$ cat src/rtl/systolic_ctrl_if.sv
// rtl/systolic_ctrl_if.sv - Command, array-control and result-handshake bundle for systolic_ctrl.
// perf_cycles/perf_stalls exist only when SYSTOLIC_CTRL_PERF_EN is defined.
interface systolic_ctrl_if #(
  parameter int DIM   = 8,
  parameter int CNT_W = $clog2(3*DIM)
);
  localparam int ROW_W = $clog2(DIM);

  logic             start;
  logic             feed_stall;
  logic             out_ready;
  logic             busy;
  logic             done;
  logic             arr_en;
  logic             arr_wren;
  logic [ROW_W-1:0] arr_crow;
  logic             clr_c;
  logic [CNT_W-1:0] feed_idx;
  logic             feed_valid;
  logic             out_valid;
  logic [ROW_W-1:0] out_row;
`ifdef SYSTOLIC_CTRL_PERF_EN
  logic [31:0]      perf_cycles;
  logic [31:0]      perf_stalls;

  modport master (
    input  start, feed_stall, out_ready,
    output busy, done, arr_en, arr_wren, arr_crow, clr_c,
           feed_idx, feed_valid, out_valid, out_row, perf_cycles, perf_stalls
  );
  modport slave (
    output start, feed_stall, out_ready,
    input  busy, done, arr_en, arr_wren, arr_crow, clr_c,
           feed_idx, feed_valid, out_valid, out_row, perf_cycles, perf_stalls
  );
`else
  modport master (
    input  start, feed_stall, out_ready,
    output busy, done, arr_en, arr_wren, arr_crow, clr_c,
           feed_idx, feed_valid, out_valid, out_row
  );
  modport slave (
    output start, feed_stall, out_ready,
    input  busy, done, arr_en, arr_wren, arr_crow, clr_c,
           feed_idx, feed_valid, out_valid, out_row
  );
`endif
endinterface

$ cat src/rtl/systolic_ctrl.sv
// rtl/systolic_ctrl.sv - Clear/compute/read sequencer for a DIMxDIM systolic MAC array.
// Define SYSTOLIC_CTRL_PERF_EN to add the perf_cycles/perf_stalls counters.
module systolic_ctrl #(
  parameter int DIM   = 8,
  parameter int CNT_W = $clog2(3*DIM)
) (
  input  logic               clk,
  input  logic               rst_n,
  systolic_ctrl_if.master    bus
);
  localparam int ROW_W = $clog2(DIM);

  localparam logic [1:0] S_IDLE    = 2'd0;
  localparam logic [1:0] S_CLEAR   = 2'd1;
  localparam logic [1:0] S_COMPUTE = 2'd2;
  localparam logic [1:0] S_READ    = 2'd3;

  localparam logic [CNT_W-1:0] ROW_LAST  = CNT_W'(DIM - 1);
  localparam logic [CNT_W-1:0] STEP_LAST = CNT_W'(3*DIM - 3);

  logic [1:0]       state_q, state_d;
  logic [CNT_W-1:0] cnt_q, cnt_d;
  logic             done_q, done_d;

  always_comb begin
    state_d = state_q;
    cnt_d   = cnt_q;
    done_d  = 1'b0;
    case (state_q)
      S_IDLE: begin
        if (bus.start) begin
          state_d = S_CLEAR;
          cnt_d   = '0;
        end
      end
      S_CLEAR: begin
        if (cnt_q == ROW_LAST) begin
          state_d = S_COMPUTE;
          cnt_d   = '0;
        end else begin
          cnt_d = cnt_q + 1'b1;
        end
      end
      S_COMPUTE: begin
        // A stalled step is replayed, so the index only moves when the feed is available.
        if (!bus.feed_stall) begin
          if (cnt_q == STEP_LAST) begin
            state_d = S_READ;
            cnt_d   = '0;
          end else begin
            cnt_d = cnt_q + 1'b1;
          end
        end
      end
      S_READ: begin
        if (bus.out_ready) begin
          if (cnt_q == ROW_LAST) begin
            state_d = S_IDLE;
            cnt_d   = '0;
            done_d  = 1'b1;
          end else begin
            cnt_d = cnt_q + 1'b1;
          end
        end
      end
      default: begin
        state_d = S_IDLE;
        cnt_d   = '0;
      end
    endcase
  end

  always_ff @(posedge clk or negedge rst_n) begin
    if (!rst_n) begin
      state_q <= S_IDLE;
      cnt_q   <= '0;
      done_q  <= 1'b0;
    end else begin
      state_q <= state_d;
      cnt_q   <= cnt_d;
      done_q  <= done_d;
    end
  end

  assign bus.busy       = (state_q != S_IDLE);
  assign bus.done       = done_q;
  assign bus.arr_en     = (state_q == S_COMPUTE) && !bus.feed_stall;
  assign bus.arr_wren   = (state_q == S_CLEAR);
  assign bus.clr_c      = (state_q == S_CLEAR);
  assign bus.arr_crow   = (state_q == S_CLEAR || state_q == S_READ) ? cnt_q[ROW_W-1:0] : '0;
  assign bus.feed_valid = (state_q == S_COMPUTE);
  assign bus.feed_idx   = (state_q == S_COMPUTE) ? cnt_q : '0;
  assign bus.out_valid  = (state_q == S_READ);
  assign bus.out_row    = (state_q == S_READ) ? cnt_q[ROW_W-1:0] : '0;

`ifdef SYSTOLIC_CTRL_PERF_EN
  logic [31:0] perf_cycles_q, perf_cycles_d;
  logic [31:0] perf_stalls_q, perf_stalls_d;

  always_comb begin
    perf_cycles_d = perf_cycles_q;
    perf_stalls_d = perf_stalls_q;
    if (state_q == S_IDLE) begin
      if (bus.start) begin
        perf_cycles_d = '0;
        perf_stalls_d = '0;
      end
    end else begin
      if (!(&perf_cycles_q)) perf_cycles_d = perf_cycles_q + 32'd1;
      if (state_q == S_COMPUTE && bus.feed_stall && !(&perf_stalls_q))
        perf_stalls_d = perf_stalls_q + 32'd1;
    end
  end

  always_ff @(posedge clk or negedge rst_n) begin
    if (!rst_n) begin
      perf_cycles_q <= '0;
      perf_stalls_q <= '0;
    end else begin
      perf_cycles_q <= perf_cycles_d;
      perf_stalls_q <= perf_stalls_d;
    end
  end

  assign bus.perf_cycles = perf_cycles_q;
  assign bus.perf_stalls = perf_stalls_q;
`endif
endmodule

$ cat src/flat_wrapper.sv
// flat-port wrapper written by rule: the top's interface ports become plain ports
module systolic_ctrl_flat 
#(
  parameter int DIM   = 8,
  parameter int CNT_W = $clog2(3*DIM)
)
  (clk, rst_n, bus_start, bus_feed_stall, bus_out_ready, bus_busy, bus_done, bus_arr_en, bus_arr_wren, bus_arr_crow, bus_clr_c, bus_feed_idx, bus_feed_valid, bus_out_valid, bus_out_row);
  systolic_ctrl_if #(.DIM(DIM), .CNT_W(CNT_W)) bus_i ();
  input  logic clk;
  input  logic rst_n;
  input wire logic [$bits(bus_i.start)-1:0] bus_start;
  input wire logic [$bits(bus_i.feed_stall)-1:0] bus_feed_stall;
  input wire logic [$bits(bus_i.out_ready)-1:0] bus_out_ready;
  output wire logic [$bits(bus_i.busy)-1:0] bus_busy;
  output wire logic [$bits(bus_i.done)-1:0] bus_done;
  output wire logic [$bits(bus_i.arr_en)-1:0] bus_arr_en;
  output wire logic [$bits(bus_i.arr_wren)-1:0] bus_arr_wren;
  output wire logic [$bits(bus_i.arr_crow)-1:0] bus_arr_crow;
  output wire logic [$bits(bus_i.clr_c)-1:0] bus_clr_c;
  output wire logic [$bits(bus_i.feed_idx)-1:0] bus_feed_idx;
  output wire logic [$bits(bus_i.feed_valid)-1:0] bus_feed_valid;
  output wire logic [$bits(bus_i.out_valid)-1:0] bus_out_valid;
  output wire logic [$bits(bus_i.out_row)-1:0] bus_out_row;
  assign bus_i.start = bus_start;
  assign bus_i.feed_stall = bus_feed_stall;
  assign bus_i.out_ready = bus_out_ready;
  assign bus_busy = bus_i.busy;
  assign bus_done = bus_i.done;
  assign bus_arr_en = bus_i.arr_en;
  assign bus_arr_wren = bus_i.arr_wren;
  assign bus_arr_crow = bus_i.arr_crow;
  assign bus_clr_c = bus_i.clr_c;
  assign bus_feed_idx = bus_i.feed_idx;
  assign bus_feed_valid = bus_i.feed_valid;
  assign bus_out_valid = bus_i.out_valid;
  assign bus_out_row = bus_i.out_row;
  systolic_ctrl #(.DIM(DIM), .CNT_W(CNT_W)) u_core (.clk(clk), .rst_n(rst_n), .bus(bus_i));
endmodule
$ cat config.mk
export PLATFORM = sky130hd
export DESIGN_NAME = systolic_ctrl_flat
export DESIGN_NICKNAME = d
export VERILOG_FILES = /design/src/rtl/systolic_ctrl_if.sv /design/src/rtl/systolic_ctrl.sv /design/src/flat_wrapper.sv
export SDC_FILE = /design/constraint.sdc
export NUM_CORES = 1
export LEC_CHECK = 0
export BUFFER_PORTS_ARGS = -buffer_cell sky130_fd_sc_hd__buf_4
export CAP_MARGIN = 20
export CELL_PAD_IN_SITES_DETAIL_PLACEMENT = 1
export CELL_PAD_IN_SITES_GLOBAL_PLACEMENT = 1
export CORE_MARGIN = 10
export CORE_UTILIZATION = 32
export CTS_CLUSTER_SIZE = 20
export DETAILED_ROUTE_END_ITERATION = 10
export GPL_TIMING_DRIVEN = 0
export PLACE_DENSITY_LB_ADDON = 0.1
export RECOVER_POWER = 50
export SYNTH_ARGS = -nofsm -noshare
export SYNTH_HDL_FRONTEND = slang
export SYNTH_SLANG_ARGS = --single-unit
$ cat constraint.sdc
create_clock -name clk -period 1.6 [get_ports clk]
set_clock_uncertainty 0.2 [all_clocks]
set_input_delay 0.32 -clock clk [delete_from_list [all_inputs] [get_ports clk]]
set_output_delay 0.32 -clock clk [all_outputs]
set_load 0.05 [all_outputs]
# After elaboration in Yosys (flattened, before gate mapping)
# Index checks and enable logic that the tools add are counted.
[totals]
in_bits = 5
ff_bits = 8
out_inout_bits = 18
elab_cells = 41
[classes]
n_eq_ne = 11
reduce_logical = 7
mux = 19
add_sub_neg = 1
[ops]
columns = ["operator", "n"]
rows = [
  ["$mux 5", 6],
  ["$pmux 5 s4", 1],
  ["$mux 2", 6],
  ["$pmux 2 s4", 1],
  ["$mux 3", 2],
  ["$ne 2x1->1 const B", 3],
  ["$ne 2x2->1 const B", 3],
  ["$reduce_and 6->1", 1],
  ["$add 5x1->5 const B", 1],
  ["$eq 5x3->1 const B", 1],
  ["$eq 5x5->1 const B", 1],
  ["$eq 2x2->1 const B", 2],
  ["$mux 1", 3],
  ["$reduce_and 3->1", 1],
  ["$eq 2x1->1 const B", 1],
  ["$logic_not 2->1", 1],
  ["$reduce_bool 2->1", 1],
  ["$logic_and 1x1->1", 1],
  ["$logic_not 1->1", 1],
  ["$logic_or 1x1->1", 1],
]

# Logic depth before layout (Yosys ltp)
[logic_depth]
word_depth = 4
mapped_depth = 6
mapped_depth_nobuf = 6

# Worst setup path before layout
# OpenSTA, ideal clock, no wires.
[synth_path]
kind = "register to output"
start = "register u_core.state_q[0]"
end = "output port bus_arr_en"
arrival_time_ns = 2.016
path_buffers = 1
path_slack_ns = -0.936
required_time_ns = 1.080
stages_incl_launch_ff = 5
cell_sequence = "dfrtp_1 > inv_1 > ha_1 > clkbuf_2 > nor2b_1"
[synth_between]
elab_chain_len = 2
[synth_rtl]
columns = ["item", "line_no", "source"]
rows = [
  ["start, declared", "systolic_ctrl.sv:21", "logic [1:0] state_q, state_d;"],
  ["start signal, assigned", "systolic_ctrl.sv:79", "state_q <= state_d;"],
  ["$eq 2x2->1", "n/a", ""],
  ["net bus_feed_valid", "flat_wrapper.sv:21", "output wire logic [$bits(bus_i.feed_valid)-1:0] bus_feed_valid;"],
  ["$logic_and 1x1->1", "systolic_ctrl.sv:87", "assign bus.arr_en = (state_q == S_COMPUTE) && !bus.feed_stall;"],
  ["end, declared", "flat_wrapper.sv:16", "output wire logic [$bits(bus_i.arr_en)-1:0] bus_arr_en;"],
]
# The timed path passes the listed nets, and every way through them passes these cells.

# Worst setup path after layout
[layout_path]
start = "register u_core.state_q[0]"
end = "output port bus_arr_en"
[layout_between]
elab_chain_len = 2
[layout_rtl]
columns = ["item", "line_no"]
rows = [
  ["$eq 2x2->1", "systolic_ctrl.sv:87"],
  ["$logic_and 1x1->1", "systolic_ctrl.sv:87"],
]
# Every way passes these cells.

==> metrics <==
htree depth=1; fin crit period=1.959 ns; Multi-input gate area=605.6 sq um; RR Endpoint=u_core.cnt_q[2]$_DFFE_PN0P_; diode count=0; DRT antenna net count=0; Worst Reg-to-Reg Cells=8; status=finished with violations; CTS buffer count=3; detailed-placement wirelength estimate=1586 um; hold_sp=bus_out_ready; top cell type's share of synthesized area=29.91%; Slew HR=67.33%; Clock Power Share=5.4%; Worst Tran Pin Value=0.4900 ns; routed vias=712; Syn Std Cell Area=669.4 sq um; root buffer cell=clkbuf_4; Yosys warning total=0; WHS Path Cells=2; Worst Hold Class=in2reg; Post-DP Area=962.2 sq um; mux cell area share after synthesis=2.243%; Yosys reg bits=8; global-route wire length before repair=4105 um; syn_nets=81; PD cells=2437 mW/mm^2; sequential power share=12.2%; grt ovf=0; vias in the first global route=775; setup TNS=-6.045 ns; largest family of logic cells by synthesized area=simple AND/OR/NAND/NOR gates; CP Capture Type=primary output; Worst Path Class, Setup=reg2out; RSZ-0062 raised after global routing=true; final instance area=0.001331 sq mm; IO Port Bufs=22; Clock transition at path regs=0.06 ns; share of cells above drive strength 1=75.45%; top achievable clock speed=0.5105 GHz; WHS=0.1815 ns; # fillers=197; setup violators final=24; DR vias/cell=5.197; number of remaining DRC errors=0; Leak=0.0006060 uW; core area=0.001982 sq mm; GRT Total Usage=12.37%; crit start category=register; largest area contributor in the netlist=dfrtp_1; number of flops mapped to enable cells by yosys=0; post-synthesis adder-cell area fraction=11.21%; pin count of the biggest net entering global routing=10; Die ar.=0.004321 sq mm; Synth Area in XOR/XNOR=0%; failing checks=setup timing; Synth Area per Inst=9.563 sq um; Crit path required time=1.08 ns; DR WL/cell=21.93 um; ranking of synthesized cells by area=dfrtp_1 30%, ha_1 11%, and2_1 8.4%; CTS tree=built; post-synthesis cell type count=33; fin nets=123; max_cap viols=0; CTS Sinks=8; Mapped Cells=70; Post-Synth Simple-Gate Area=32.90%; Gate power share=82.4%; most instantiated cells after synthesis=9 x and2_1, 8 x dfrtp_1, 6 x ha_1; Place WS=-0.2803 ns; chip width=65.74 um; Sw Share=49.12%; antenna violations before repair=0; CP max FO=8; WL final=3004 um; Die H=65.74 um; clk buf depth=2; Syn-to-layout area delta=98.88%; register area=203.9 sq um; end of the worst hold path=u_core.bus.done$_DFF_PN0_; RR Startpoint=u_core.state_q[0]$_DFFE_PN0P_; R2R setup slack=-0.34 ns; CP arrival=1.44 ns; Slew Viols, Final=0; Initial Util=33.78%; worst-skew pair later-pin latency=0.27 ns; GP Congestion=0.7902; Worst Slack Setup Final=-0.3589 ns; Peak VDD IR=1.274 mV; net switching power=1594 uW; Fin. Hold Viols=0; Post-synth ARST share=100.0%; initial drt markers=3; Ports=23; final period utilization=122.4%; prevailing post-synth register cell=dfrtp_1; register area share after synthesis=29.91%; Initial DRT Pass Iterations=2; internal power=1651 uW; fraction of the mapped netlist area in compound gates=17.94%; Rows=16; cell with the most instances after synthesis=and2_1
## flip-flops by register name (all words and copies together), names as in the netlist
register	cells
u_core.cnt_q	5
u_core.state_q	2
u_core.bus.done	1
## power groups by stage
stage	clock, uW	combinational, uW	sequential, uW
2_1_floorplan	0	1360	382
3_3_place_gp	0	1710	410
3_5_place_dp	0	1740	413
4_1_cts	173	2290	386
5_1_grt	198	2810	409
6_report	176	2670	396
## worst max path at each step
stage	start	endpoint	slack [ns]	depth (start not counted)
2_1_floorplan	u_core.state_q[0]$_DFFE_PN0P_	bus_arr_en	-0.21	4
6_report	u_core.state_q[0]$_DFFE_PN0P_	bus_arr_en	-0.36	5
5_1_grt	u_core.state_q[0]$_DFFE_PN0P_	u_core.cnt_q[2]$_DFFE_PN0P_	-0.41	8
4_1_cts	u_core.state_q[0]$_DFFE_PN0P_	bus_arr_en	-0.30	5
3_3_place_gp	u_core.state_q[0]$_DFFE_PN0P_	u_core.cnt_q[2]$_DFFE_PN0P_	-0.28	6
3_5_place_dp	u_core.state_q[1]$_DFFE_PN0P_	u_core.cnt_q[4]$_DFFE_PN0P_	-0.28	6
## logic make-up (layout without fill, tap and decap cells)
| group | count (synthesis) | in the layout |
|---|---|---|
| AO/OA/AOI/OAI | 15 | 15 |
| adder cells (fa/ha/maj) | 6 | 6 |
| buffers and inverters | 7 | 47 |
| flip-flops | 8 | 8 |
| multiplexers | 1 | 1 |
| AND/OR/NAND/NOR | 33 | 33 |
## layer usage
| metal | vias to the layer above | track usage (%) | routed length, um |
|---|---|---|---|
| li1 | 323 | - | - |
| met1 | 353 | 12.43 | 1083 |
| met2 | 26 | 20.65 | 1624 |
| met3 | 10 | 6.949 | 216 |
| met4 | 0 | 5.080 | 79 |
| met5 | - | 0 | 0 |
## timing repair
item / CTS / global route
gates cloned: 0 / 0
buffers inserted: 9 / 6
resized for setup: 42 / 25
hold buffers: 1 / 0
setup endpoints to repair: 24 / 24
pin swaps: 8 / 11
endpoints found under the hold margin: 8 / 0
## layout make-up
class / count / share of cell area, %
multi-input combinational: 55 / 45.49
buffer: 3 / 3.289
tap: 27 / 2.538
sequential: 8 / 15.32
clock buffer: 3 / 1.692
inverter: 4 / 1.316
timing repair buffer: 37 / 30.36
## cell usage in the layout (no fill, tap or decap), drive strengths merged, types with 2 or more instances in the layout
cell type / netlist / routed
buf: 2 / 37
nor2b: 5 / 5
dfrtp: 8 / 8
nor2: 4 / 4
clkbuf: 1 / 5
a211o: 2 / 2
and2: 9 / 9
ha: 6 / 6
o21ai: 3 / 3
nand3: 3 / 3
inv: 4 / 4
a21o: 3 / 3
nand2: 4 / 4
## critical path, stage by stage (launching register included)
cell and delay [ns]:
dfrtp_2 0.44, inv_4 0.09, ha_4 0.17, clkbuf_16 0.16, nor2b_4 0.16, buf_8 0.15
## per-stage QoR
step	cells	util, %	total power, uW
after floorplan	70	-	1739
after global placement	119	48.55	2120
after detailed placement	119	48.55	2150
after CTS	132	60.67	2848
after global routing	137	67.17	3420
final	137	67.17	3244
(Power assumes the default switching activity.)
